### src/rtl/mdu_pkg.sv
`default_nettype none
// ============================================================================
//  Module      : mdu_pkg
//  Description : Shared op-code constants, FSM encoding and op-class helpers
//                for the multiply/divide unit.
//  Revision    : 1.0
// ============================================================================
package mdu_pkg;

    localparam logic [2:0] MDU_MULT  = 3'd0;
    localparam logic [2:0] MDU_MULTU = 3'd1;
    localparam logic [2:0] MDU_DIV   = 3'd2;
    localparam logic [2:0] MDU_DIVU  = 3'd3;
    localparam logic [2:0] MDU_MTHI  = 3'd4;
    localparam logic [2:0] MDU_MTLO  = 3'd5;

    typedef enum logic [2:0] {
        ST_IDLE   = 3'd0,
        ST_MUL    = 3'd1,
        ST_DIV    = 3'd2,
        ST_FIX    = 3'd3,
        ST_MOVE   = 3'd4,
        ST_COMMIT = 3'd5
    } mdu_state_e;

    function automatic logic op_is_mul(input logic [2:0] op);
        return (op == MDU_MULT) || (op == MDU_MULTU);
    endfunction

    function automatic logic op_is_div(input logic [2:0] op);
        return (op == MDU_DIV) || (op == MDU_DIVU);
    endfunction

endpackage
`default_nettype wire

### src/rtl/div_iter.sv
`default_nettype none
// ============================================================================
//  Module      : div_iter
//  Description : Combinational restoring-division step producing DIV_BITS_CYC
//                quotient bits on unsigned (absolute) operands.
//  Revision    : 1.0
// ============================================================================
module div_iter
    import mdu_pkg::*;
#(
    parameter int DATA_WD      = 32,
    parameter int DIV_BITS_CYC = 1
) (
    input  logic [DATA_WD-1:0] i_rem,
    input  logic [DATA_WD-1:0] i_quo,
    input  logic [DATA_WD-1:0] i_divisor,
    output logic [DATA_WD-1:0] o_rem,
    output logic [DATA_WD-1:0] o_quo
);

    logic [DATA_WD:0]   v_trial;
    logic [DATA_WD-1:0] v_rem;
    logic [DATA_WD-1:0] v_quo;

    // The quotient register doubles as the dividend shifter: its MSB feeds the
    // partial remainder while new quotient bits enter at the LSB.
    always_comb begin
        v_rem   = i_rem;
        v_quo   = i_quo;
        v_trial = '0;
        for (int i = 0; i < DIV_BITS_CYC; i++) begin
            v_trial = {v_rem, v_quo[DATA_WD-1]};
            v_quo   = {v_quo[DATA_WD-2:0], 1'b0};
            if (v_trial >= {1'b0, i_divisor}) begin
                v_trial  = v_trial - {1'b0, i_divisor};
                v_quo[0] = 1'b1;
            end
            v_rem = v_trial[DATA_WD-1:0];
        end
        o_rem = v_rem;
        o_quo = v_quo;
    end

endmodule
`default_nettype wire

### src/rtl/mul_div_unit.sv
`default_nettype none
// ============================================================================
//  Module      : mul_div_unit
//  Description : Multi-cycle MULT/MULTU/DIV/DIVU/MTHI/MTLO unit owning HI/LO,
//                with flush cancel and configurable multiply/divide latency.
//  Revision    : 1.0
// ============================================================================
module mul_div_unit
    import mdu_pkg::*;
#(
    parameter int DATA_WD      = 32,
    parameter int MUL_STAGES   = 2,
    parameter int DIV_BITS_CYC = 1
) (
    input  logic               clk,
    input  logic               reset,
    input  logic               op_valid,
    output logic               op_ready,
    input  logic [2:0]         op_code,
    input  logic [DATA_WD-1:0] op_src1,
    input  logic [DATA_WD-1:0] op_src2,
    input  logic               flush,
    output logic               busy,
    output logic               done,
    output logic [DATA_WD-1:0] hi_rdata,
    output logic [DATA_WD-1:0] lo_rdata
);

    localparam int c_DIV_ITERS = DATA_WD / DIV_BITS_CYC;
    localparam int c_CNT_WD    = $clog2(c_DIV_ITERS + MUL_STAGES + 1);

    mdu_state_e r_state, w_state_nx;

    logic [2:0]           r_op;
    logic [DATA_WD-1:0]   r_a, r_b;
    logic [DATA_WD-1:0]   r_rem, r_quo, r_dvs;
    logic                 r_q_neg, r_r_neg, r_dvs_zero;
    logic [c_CNT_WD-1:0]  r_cnt;
    logic [DATA_WD-1:0]   r_hi, r_lo;
    logic                 r_done;
    logic [2*DATA_WD-1:0] r_mul_pipe [MUL_STAGES];

    logic                 w_accept, w_div_signed, w_s1_neg, w_s2_neg, w_mul_signed;
    logic [DATA_WD-1:0]   w_abs1, w_abs2, w_rem_nx, w_quo_nx;
    logic [2*DATA_WD-1:0] w_a_ext, w_b_ext, w_product;

    assign op_ready = (r_state == ST_IDLE) && !reset;
    assign w_accept = op_valid && op_ready && !flush;
    assign busy     = (r_state != ST_IDLE);
    assign done     = r_done;
    assign hi_rdata = r_hi;
    assign lo_rdata = r_lo;

    assign w_div_signed = (op_code == MDU_DIV);
    assign w_s1_neg     = w_div_signed & op_src1[DATA_WD-1];
    assign w_s2_neg     = w_div_signed & op_src2[DATA_WD-1];
    assign w_abs1       = w_s1_neg ? (~op_src1 + 1'b1) : op_src1;
    assign w_abs2       = w_s2_neg ? (~op_src2 + 1'b1) : op_src2;

    // Sign-extending to the full product width makes a plain modular multiply
    // yield the correct signed or unsigned 2*DATA_WD result.
    assign w_mul_signed = (r_op == MDU_MULT);
    assign w_a_ext      = {{DATA_WD{w_mul_signed & r_a[DATA_WD-1]}}, r_a};
    assign w_b_ext      = {{DATA_WD{w_mul_signed & r_b[DATA_WD-1]}}, r_b};
    assign w_product    = w_a_ext * w_b_ext;

    div_iter #(
        .DATA_WD      (DATA_WD),
        .DIV_BITS_CYC (DIV_BITS_CYC)
    ) u_div_iter (
        .i_rem     (r_rem),
        .i_quo     (r_quo),
        .i_divisor (r_dvs),
        .o_rem     (w_rem_nx),
        .o_quo     (w_quo_nx)
    );

    always_comb begin
        w_state_nx = r_state;
        case (r_state)
            ST_IDLE: begin
                if (w_accept) begin
                    if (op_is_mul(op_code))      w_state_nx = ST_MUL;
                    else if (op_is_div(op_code)) w_state_nx = ST_DIV;
                    else                         w_state_nx = ST_MOVE;
                end
            end
            ST_MUL:    if (r_cnt == '0) w_state_nx = ST_COMMIT;
            ST_DIV:    if (r_cnt == '0) w_state_nx = ST_FIX;
            ST_FIX,
            ST_MOVE:   w_state_nx = ST_COMMIT;
            ST_COMMIT: w_state_nx = ST_IDLE;
            default:   w_state_nx = ST_IDLE;
        endcase
        if (flush && (r_state != ST_IDLE)) begin
            w_state_nx = ST_IDLE;
        end
    end

    always_ff @(posedge clk) begin
        if (reset) r_state <= ST_IDLE;
        else       r_state <= w_state_nx;
    end

    always_ff @(posedge clk) begin
        if (w_accept) begin
            r_op       <= op_code;
            r_a        <= op_src1;
            r_b        <= op_src2;
            r_rem      <= '0;
            r_quo      <= w_abs1;
            r_dvs      <= w_abs2;
            r_dvs_zero <= (op_src2 == '0);
            r_q_neg    <= w_s1_neg ^ w_s2_neg;
            r_r_neg    <= w_s1_neg;
            r_cnt      <= op_is_mul(op_code) ? c_CNT_WD'(MUL_STAGES - 1)
                                             : c_CNT_WD'(c_DIV_ITERS - 1);
        end else if ((r_state == ST_MUL) || (r_state == ST_DIV)) begin
            if (r_cnt != '0) r_cnt <= r_cnt - 1'b1;
            if (r_state == ST_DIV) begin
                r_rem <= w_rem_nx;
                r_quo <= w_quo_nx;
            end
        end else if (r_state == ST_FIX) begin
            // Divide-by-zero returns all-ones / original dividend for both signednesses.
            if (r_dvs_zero) begin
                r_quo <= '1;
                r_rem <= r_a;
            end else begin
                if (r_q_neg) r_quo <= ~r_quo + 1'b1;
                if (r_r_neg) r_rem <= ~r_rem + 1'b1;
            end
        end
    end

    always_ff @(posedge clk) begin
        r_mul_pipe[0] <= w_product;
        for (int i = 1; i < MUL_STAGES; i++) begin
            r_mul_pipe[i] <= r_mul_pipe[i-1];
        end
    end

    always_ff @(posedge clk) begin
        if (reset) begin
            r_hi   <= '0;
            r_lo   <= '0;
            r_done <= 1'b0;
        end else begin
            r_done <= (r_state == ST_COMMIT) && !flush;
            if ((r_state == ST_COMMIT) && !flush) begin
                case (r_op)
                    MDU_MULT,
                    MDU_MULTU: {r_hi, r_lo} <= r_mul_pipe[MUL_STAGES-1];
                    MDU_DIV,
                    MDU_DIVU: begin
                        r_hi <= r_rem;
                        r_lo <= r_quo;
                    end
                    MDU_MTHI:  r_hi <= r_a;
                    MDU_MTLO:  r_lo <= r_a;
                    default:   ;
                endcase
            end
        end
    end

endmodule
`default_nettype wire
### config.mk
export PLATFORM = sky130hd
export DESIGN_NAME = mul_div_unit
export DESIGN_NICKNAME = d
export VERILOG_FILES = /design/src/rtl/mdu_pkg.sv /design/src/rtl/div_iter.sv /design/src/rtl/mul_div_unit.sv
export SDC_FILE = /design/constraint.sdc
export NUM_CORES = 2
export LEC_CHECK = 0
export ABC_CLOCK_PERIOD_IN_PS = 16500
export CAP_MARGIN = 20
export CORE_MARGIN = 5
export CORE_UTILIZATION = 30
export CTS_BUF_LIST = sky130_fd_sc_hd__clkbuf_2 sky130_fd_sc_hd__clkbuf_4 sky130_fd_sc_hd__clkbuf_8
export DETAILED_ROUTE_END_ITERATION = 16
export PLACE_DENSITY = 0.5
export SYNTH_ARGS = -nofsm -noshare
export SYNTH_HDL_FRONTEND = slang
export SYNTH_SLANG_ARGS = --single-unit
### constraint.sdc
create_clock -name clk -period 16.5 [get_ports clk]
set_input_delay 3.3 -clock clk [delete_from_list [all_inputs] [get_ports clk]]
set_output_delay 3.3 -clock clk [all_outputs]
set_load 0.01 [all_outputs]
==> out/results.ini <==
[run]
drv_cap = 0

[worst_setup_path]
critPathRequiredTime_ns = 17.08
crit_arrival_ns = 10.71
crit_fanout = 17
setup.worst_path.end_class = flip-flop
start_kind = flip-flop
critical_path_class = reg -> reg

[placement]
portBuffers = 137
gp_congestion = 0.910
post-place-ws_ns = 6.27
dp_hpwl_um = 133000

[sta]
setup_violations = 0
rsz0062_at_grt = false
maxSlewViolCount = 0
max-slew-margin-rel = 0.333
setup_ws_ns = 6.37
hold_slack_ns = 0.312
tns_ns = 0
min_period_ns = 10.13
hold_viol = 0
fin_skew_ns = 0.0286
min_period_over_period = 0.614
worstMarginPinSlew_ns = 1.00
clock.fmax_mhz = 98.7

[die]
die-area_um2 = 191000
design.core.area_um2 = 181000
top_level_ports = 138
rows = 156
start_util = 0.302
die_w_um = 437
die_y_um = 437

[synthesis]
synth.distinct_cells = 79
synth-async-reset-ratio = 0
ys_seq_elements = 367
avgSynthCellArea_um2 = 9.32
yosys_warnings = 0
mappedNetlistArea_um2 = 54600
synth_edf_count = 139
ys.flop_type = dfxtp_1
synthCells = 5858
syn_nets = 7305
ys_seq_area_frac = 0.160

[min_path]
worst_hold_path_type = reg -> reg

[layout]
area_growth_pct = 9.40
nets = 7249
drive_above_1_share = 0.0427

[clock_network]
clkSinkCount = 367
clock_tree.root_cell = clkbuf_8
cts_buffer_depth = 3
htreeDepth = 2
numCtsBuffers = 56
clkLatencyLatePin_ns = 0.67
cts_tree = done
cts_setup_buffers = 0
clk_pin_slew_worst_paths_ns = 0.08
cts-hold-fix-buffers = 0
post_cts_resize_count = 0

[routing]
viasPerCell = 5.00
dr.pass1.iters = 5
drt-initial-drc-count = 3045
route.detailed.drc = 0
wire_per_inst_um = 22.7
vias = 41136
totalWireLength_um = 187000
postRouteAntennaNets = 0

[status]
outcome = complete, no violations

[global_route]
antenna_found_initial = 9
grt_usage = 0.195
grt_first_pass_wirelength_um = 282000
overflow = 0
grt_max_degree = 77
grt_pass1_vias = 43398

[layout by cell type (no fill, tap or decap), types with 19 or more instances in the layout]
cell type        netlist  final
inv_1               1171   1170
fa_1                1126   1126
nand2_1              884    883
and2_1               377    377
ha_1                 250    250
dfxtp_1              228    228
nor2_1               222    218
a21oi_1              143    141
edfxtp_1             139    139
clkdlybuf4s50_1        0    136
xnor2_1              117    117
buf_4                  1    101
o21ai_0               90     90
xor2_1                85     85
a22oi_1               72     72
a311oi_1              70     70
clkbuf_8               0     66
a21o_1                53     53
nor3_1                51     51
o211ai_1              38     38
o221ai_1              28     28
and3_1                23     23
a31oi_1               23     23
o21ai_1               19     19
[cell usage after synthesis, types with 11 or more instances]
cell type  number  area share
inv_1        1171       0.080
fa_1         1126        0.41
nand2_1       884       0.061
and2_1        377       0.043
clkbuf_1      339       0.023
ha_1          250       0.057
dfxtp_1       228       0.084
nor2_1        222       0.015
a21oi_1       143       0.013
edfxtp_1      139       0.076
xnor2_1       117       0.019
o21ai_0        90      0.0082
xor2_1         85       0.014
a22oi_1        72      0.0099
a311oi_1       70       0.011
a21o_1         53      0.0073
nor3_1         51      0.0047
o211ai_1       38      0.0052
o221ai_1       28      0.0045
a31oi_1        23      0.0026
and3_1         23      0.0026
nand3_1        19      0.0017
o21ai_1        19      0.0017
a32o_1         18      0.0033
nand4_1        18      0.0021
nor4_1         18      0.0021
nor2b_1        17      0.0019
o31ai_1        17      0.0023
a211oi_1       16      0.0022
o21bai_1       16      0.0022
nand2b_1       14      0.0016
or2_2          14      0.0016
o21a_1         12      0.0016
or3_1          11      0.0013
[cell type report]
cell class                      instances  area (um2)
Clock inverter                         26         310
Antenna cell                            1        2.50
Inverter                             1171        4400
Timing Repair Buffer                  238        2120
Fill cell                           18738      121000
Sequential cell                       367        8740
Tap cell                             2370        2970
Multi-Input combinational cell       3968       40200
Clock buffer                           80        1010
[layer usage]
layer	GRT usage	routed length, um	up-vias
met2	0.316	85600	1543
met1	0.266	80100	21421
met4	0.0739	8470	0
met3	0.0244	12600	331
met5	0	0	-
li1	-	-	17841
[flip-flops by register name (all words and copies together), names as in the netlist, 31 cells and up]
register and flops:
r_dvs 31, hi_rdata 32, r_b 32, r_mul_pipe 128, r_quo 32, lo_rdata 32
r_a 32, r_rem 32
[worst max-delay path, cell delays in order (launching register included)]
cell      delay [ns]
edfxtp_1        0.39
or2_2           0.34
nor2_1          0.12
buf_4           0.30
and2_1          0.71
nand2_1         0.20
inv_1           0.17
fa_1            0.54
fa_1            0.56
fa_1            0.61
inv_1           0.28
fa_1            1.16
inv_1           0.30
fa_1            0.53
fa_1            0.54
inv_1           0.05
fa_1            0.45
fa_1            0.49
inv_1           0.04
ha_1            0.35
a21oi_1         0.19
nor2_1          0.07
a211oi_1        0.25
o31ai_1         0.17
o41ai_2         0.51
o21ai_1         0.19
a311oi_1        0.34
xnor2_1         0.17
[metrics by stage]
step,util,cells,cell area [um2]
final,0.330,8221,59800
after global routing,0.330,8221,59800
after CTS,0.330,8220,59800
after detailed placement,0.323,8114,58400
after global placement,0.323,8114,58400
after floorplan,-,5858,54600
[logic make-up after synthesis]
kind of cell,after synthesis,share of synthesized area
buf+inv,1523,0.105
simple gates,1710,0.146
fa+ha+maj,1376,0.470
compound gates,668,0.0841
mux,12,0.00227
flops,367,0.160
xor+xnor,202,0.0324
[worst paths after layout]
check / to / slack [ns] / cells past startpoint / from
hold reg to reg: r_mul_pipe[0][105] / 0.31 / 0 / r_mul_pipe[0][41]
setup / recovery: r_mul_pipe[0][62] / 6.37 / 27 / r_op[1]
setup reg to reg: r_mul_pipe[0][62] / 6.37 / 27 / r_op[1]
hold / removal: r_mul_pipe[0][105] / 0.31 / 0 / r_mul_pipe[0][41]
Power is not shown: default switching activity piles up to over one toggle a cycle in this logic, so the estimate is an artifact.
